**src/rtl/controle_multiciclo.sv**
```systemverilog
// controle_multiciclo: Moore control FSM for the multicycle MIPS datapath with
// memory-ready stretching and a retired-instruction counter.
module controle_multiciclo #(
  parameter int CNT_W = 32
) (
  input  logic             clk,
  input  logic             rst,
  input  logic [5:0]       opcode,
  input  logic             zero,
  input  logic             mem_ready,
  output logic             PCWrite,
  output logic             PCWriteCond,
  output logic             IorD,
  output logic             MemRead,
  output logic             MemWrite,
  output logic             IRWrite,
  output logic             MemtoReg,
  output logic             RegDst,
  output logic             RegWrite,
  output logic             ALUSrcA,
  output logic [1:0]       ALUSrcB,
  output logic [1:0]       ALUOp,
  output logic [1:0]       PCSrc,
  output logic [3:0]       state,
  output logic [CNT_W-1:0] instr_count,
  output logic             illegal
);
  typedef enum logic [3:0] {
    FETCH, DECODE, MEMADR, MEMRD, MEMWB, MEMWR,
    RTEXE, RTWB, BEQ, ADDIEX, ADDIWB, JMP
  } state_t;
  localparam logic [5:0] OP_R = 6'h00, OP_J = 6'h02, OP_BEQ = 6'h04,
                         OP_ADDI = 6'h08, OP_LW = 6'h23, OP_SW = 6'h2B;
  state_t st, nx;
  logic legal, retire;
  // zero is consumed by the datapath's PCWriteCond gate, not by the sequencer
  logic unused_zero;
  assign unused_zero = zero;
  assign state = st;
  assign legal = opcode inside {OP_R, OP_J, OP_BEQ, OP_ADDI, OP_LW, OP_SW};
  assign retire = st inside {MEMWB, RTWB, ADDIWB, BEQ, JMP} || (st == MEMWR && mem_ready);
  always_comb begin
    nx = FETCH;
    case (st)
      FETCH:  nx = mem_ready ? DECODE : FETCH;
      DECODE: nx = (opcode == OP_LW || opcode == OP_SW) ? MEMADR :
                   opcode == OP_R    ? RTEXE  :
                   opcode == OP_BEQ  ? BEQ    :
                   opcode == OP_ADDI ? ADDIEX :
                   opcode == OP_J    ? JMP    : FETCH;
      MEMADR: nx = opcode == OP_LW ? MEMRD : MEMWR;
      MEMRD:  nx = mem_ready ? MEMWB : MEMRD;
      MEMWR:  nx = mem_ready ? FETCH : MEMWR;
      RTEXE:  nx = RTWB;
      ADDIEX: nx = ADDIWB;
      default: nx = FETCH;
    endcase
  end
  // outputs are forced low while reset is held so no strobe survives rst falling
  always_comb begin
    {PCWrite, PCWriteCond, IorD, MemRead, MemWrite, IRWrite, MemtoReg, RegDst, RegWrite, ALUSrcA} = '0;
    ALUSrcB = 2'b00;
    ALUOp = 2'b00;
    PCSrc = 2'b00;
    illegal = 1'b0;
    if (rst)
      case (st)
        FETCH:  begin MemRead = 1'b1; ALUSrcB = 2'b01; IRWrite = mem_ready; PCWrite = mem_ready; end
        DECODE: begin ALUSrcB = 2'b11; illegal = !legal; end
        MEMADR: begin ALUSrcA = 1'b1; ALUSrcB = 2'b10; end
        MEMRD:  begin MemRead = 1'b1; IorD = 1'b1; end
        MEMWB:  begin RegWrite = 1'b1; MemtoReg = 1'b1; end
        MEMWR:  begin MemWrite = 1'b1; IorD = 1'b1; end
        RTEXE:  begin ALUSrcA = 1'b1; ALUOp = 2'b10; end
        RTWB:   begin RegWrite = 1'b1; RegDst = 1'b1; end
        BEQ:    begin ALUSrcA = 1'b1; ALUOp = 2'b01; PCWriteCond = 1'b1; PCSrc = 2'b01; end
        ADDIEX: begin ALUSrcA = 1'b1; ALUSrcB = 2'b10; end
        ADDIWB: RegWrite = 1'b1;
        JMP:    begin PCWrite = 1'b1; PCSrc = 2'b10; end
        default: ;
      endcase
  end
  always_ff @(posedge clk or negedge rst)
    if (!rst) begin
      st <= FETCH;
      instr_count <= '0;
    end else begin
      st <= nx;
      if (retire) instr_count <= instr_count + CNT_W'(1);
    end
endmodule

```
**config.mk**
```make
export PLATFORM = sky130hd
export DESIGN_NAME = controle_multiciclo
export DESIGN_NICKNAME = d
export VERILOG_FILES = /design/src/rtl/controle_multiciclo.sv
export SDC_FILE = /design/constraint.sdc
export NUM_CORES = 1
export LEC_CHECK = 0
export CAP_MARGIN = 20
export CORE_MARGIN = 2
export CORE_UTILIZATION = 35
export CTS_CLUSTER_DIAMETER = 100
export DETAILED_ROUTE_END_ITERATION = 8
export HOLD_SLACK_MARGIN = 0.12
export PLACE_DENSITY = 0.65
export RECOVER_POWER = 50
export SYNTH_ARGS = -nofsm -noshare
export SYNTH_HDL_FRONTEND = slang
export SYNTH_SLANG_ARGS = --single-unit
```
**constraint.sdc**
```tcl
create_clock -name clk -period 1.94 [get_ports clk]
set_input_delay 0.388 -clock clk [delete_from_list [all_inputs] [get_ports clk]]
set_output_delay 0.388 -clock clk [all_outputs]
set_load 0.02 [all_outputs]
```
==> results of run 1 <==
## path summary, 6_finish.rpt
check | startpoint | end | slack, ns
worst min register to register | instr_count[31]$_DFFE_PN0P_ | instr_count[31]$_DFFE_PN0P_ | 0.46
worst max-delay path | state[3]$_DFF_PN0_ | PCWrite | 0.02
worst min-delay path | instr_count[31]$_DFFE_PN0P_ | instr_count[31]$_DFFE_PN0P_ | 0.46
min in group asynchronous | rst | instr_count[17]$_DFFE_PN0P_ | 0.49
max in group asynchronous | rst | instr_count[10]$_DFFE_PN0P_ | 0.95
worst max register to register | state[3]$_DFF_PN0_ | instr_count[31]$_DFFE_PN0P_ | 0.04
## per-stage QoR
step	hold slack, ns	std cells	instance area, um2	worst slack [ns]
2_1_floorplan	0.0924	200	2010	-0.0165
3_3_place_gp	0.339	366	2970	-0.631
3_5_place_dp	0.333	366	2970	-0.705
4_1_cts	0.209	379	3130	-0.0600
5_1_grt	0.503	386	3250	-0.0928
6_report	0.455	386	3250	0.0222
## registers in the layout, summed over array words and instances (netlist names)
name and flops:
instr_count 32, state 4
## repair_timing
item / 4_1_cts / 5_1_grt
setup buffers: 3 / 10
hold buffers: 2 / 0
hold endpoints to repair: 4 / 0
setup endpoints to repair: 18 / 40
pin swaps: 3 / 11
gates resized for setup: 63 / 52
## report_power, final
part | internal (mW) | total, mW | switching, mW
clock | 0.454 | 0.726 | 0.273
combinational | 0.445 | 0.910 | 0.465
sequential | 0.818 | 0.918 | 0.100
## cells in the mapped netlist (2+ instances only)
| master | instances |
|---|---|
| o31ai_1 | 3 |
| a21oi_1 | 3 |
| nor4_1 | 2 |
| clkbuf_1 | 3 |
| nor3_1 | 7 |
| dfrtp_1 | 36 |
| buf_4 | 3 |
| nand2_1 | 17 |
| nor2b_1 | 3 |
| nand3_1 | 16 |
| buf_6 | 2 |
| nor2_1 | 17 |
| inv_1 | 3 |
| a2111oi_0 | 2 |
| o21ai_0 | 4 |
| xnor2_1 | 25 |
| mux2_2 | 2 |
| or2_2 | 2 |
| nand2b_1 | 2 |
| xor2_1 | 8 |
| and2_1 | 2 |
| and2b_1 | 2 |
| nand4_1 | 8 |
| and3_1 | 9 |
| a211oi_1 | 2 |
## cell type report
cell class / count / area share
clock buffer: 7 / 0.0296
timing repair buffer: 115 / 0.306
sequential: 36 / 0.277
tap: 72 / 0.0277
inverter: 3 / 0.00423
clock inverter: 1 / 0.00923
multi-input combinational: 152 / 0.347
## cells by family (layout without fill, tap and decap cells)
kind of cell / after synthesis / after routing / synth area share
mux: 2 / 2 / 0.0113
fa+ha+maj: 1 / 1 / 0.00628
simple gates: 96 / 96 / 0.268
xor+xnor: 33 / 33 / 0.145
flops: 36 / 36 / 0.452
compound gates: 20 / 20 / 0.0810
buf+inv: 12 / 126 / 0.0364
## layer usage
layer,up-vias,wire (um)
met3,7,159
met4,0,78
met2,30,2540
li1,927,-
met1,910,2280
met5,-,0
==> metrics.md, run 1 <==
| Metric | Value |
|---|---|
| Drt wl/cell | `13.1 um` |
| CP Max Fanout | `3` |
| Final setup TNS | `0 ns` |
| Syn Area/Cell | `9.97 um2` |
| Register area | `901 um2` |
| Longest Clk Path Bufs | `2` |
| Crit-path max cell delay | `0.42 ns` |
| Tcrit/Tclk final | `0.989` |
| Core area | `0.00551 mm2` |
| Met3 usage | `0.0328` |
| Depth of the CTS H-tree | `2` |
| CP cell instances | `buf_6, and2b_2, nand2_2, nor2_2, or2_4, buf_6` |
| DR pass1 iterations | `4` |
| Area of the multi-input gates | `0.00113 mm2` |
| Startpoint Class | `flop` |
| CP dominant cell by count | `buf_6` |
| Final Critical Period | `1.92 ns` |
| First-pass GRT wire length | `8.62 mm` |
| Filler cells | `468` |
| Tightest Pin Transition | `0.809 ns` |
| Commonest non-fill, non-tap cell in the layout | `buf_4` |
| Total grt overflow | `0` |
| Req. time, crit path | `1.55 ns` |
| Iter 0 DRT Violations | `106` |
| Vias per inst | `4.85` |
| Synthesized area | `0.00199 mm2` |
| Layout cells sized above 1 | `0.331` |
| Clock sink count | `36` |
| DIE WIDTH | `79.5 um` |
| Max Slew Vio Count | `0` |
| All-Layer GR Usage | `0.170` |
| Number of synthesized flops with an enable pin | `0` |
| Hold Path Stages | `1` |
| Number of global-route vias before repair | `1876` |
| Worst Hold Class | `reg2reg` |
| Pwr Density | `785 mW/mm2` |
| Antenna Violating Nets Remaining | `0` |
| CP max stage cell | `dfrtp_1` |
| Worst setup EP type | `output pin` |
| Final wirelength | `5.06 mm` |
| Die Y | `79.5 um` |
| Pin count of the biggest net entering global routing | `33` |
| # diodes | `0` |
| Max-cap violations | `0` |
| Area grow syn2layout | `63.3%` |
| Syn nets | `211` |
| Setup CP Type | `reg2out` |
| Initial antenna violation count | `0` |
| CP bufs+invs | `2` |
| Final Util | `0.591` |
| Initial Util | `0.362` |
| Post-route DRC | `0` |
| Register area share after synthesis | `0.452` |
| Max_slew headroom | `0.461` |
| Synth top area cells | `dfrtp_1 (45%), xnor2_1 (11%), nand3_1 (4.0%)` |
| Site Rows | `27` |
| Final Hold Viols | `0` |
| Final setup viols | `0` |
| Final total power | `2.56 mW` |
| Most frequent cells in the layout | `buf_4 (43), dfrtp_1 (36), xnor2_1 (25), clkdlybuf4s50_1 (24), nor2_1 (15)` |
| Top Usage Layer GRT | `met2` |
| Top cell type's share of synthesized area | `0.452` |
| Primary FF master, synth | `dfrtp_1` |
| Yosys warns | `0` |
| Fin nets | `324` |
| PortBufs | `61` |
| Status | `finished clean` |
| CTS tree | `built` |
| Worst skew pair latency | `0.29 ns` |
| VDD IR-drop max | `0.000501 V` |
| Number of CTS-inserted buffers | `5` |
| Max Freq | `521 MHz` |
| Top delay family on crit path | `simple AND/OR/NAND/NOR gates` |
| R2R cell count | `8` |
| Yosys top cell by area | `dfrtp_1` |
| Vias after detailed routing | `1874` |
| Clock Skews | `0.00564 ns` |
| Worst-path clk slew | `0.07 ns` |
| RSZ-0062 raised after global routing | `true` |
| Met2 Use GR | `0.285` |
| Async S/R FF share, synth | `1.00` |
| Critical Path Stages | `6` |
| Die Area | `0.00631 mm2` |
| # IOs | `63` |
| RePlAce Congestion | `0.846` |
| Clk root buf | `clkbuf_8` |
| Hpwl dp | `3.62 mm` |
| Met1 global-route usage | `0.225` |
| Seq cells post-synth | `36` |
| Critical path arrival | `1.53 ns` |
| Synth Instances | `200` |
| Lkg Pwr | `1.47 nW` |
| Count of cell types in the netlist | `42` |
Note: power is estimated with default switching activity, not from simulation.
==> run 2, diff against run 1 <==
- ABC_CLOCK_PERIOD_IN_PS: unset -> 1940
==> results of run 2 <==
Final layout, timing and power as in run 1 (identical DEF).
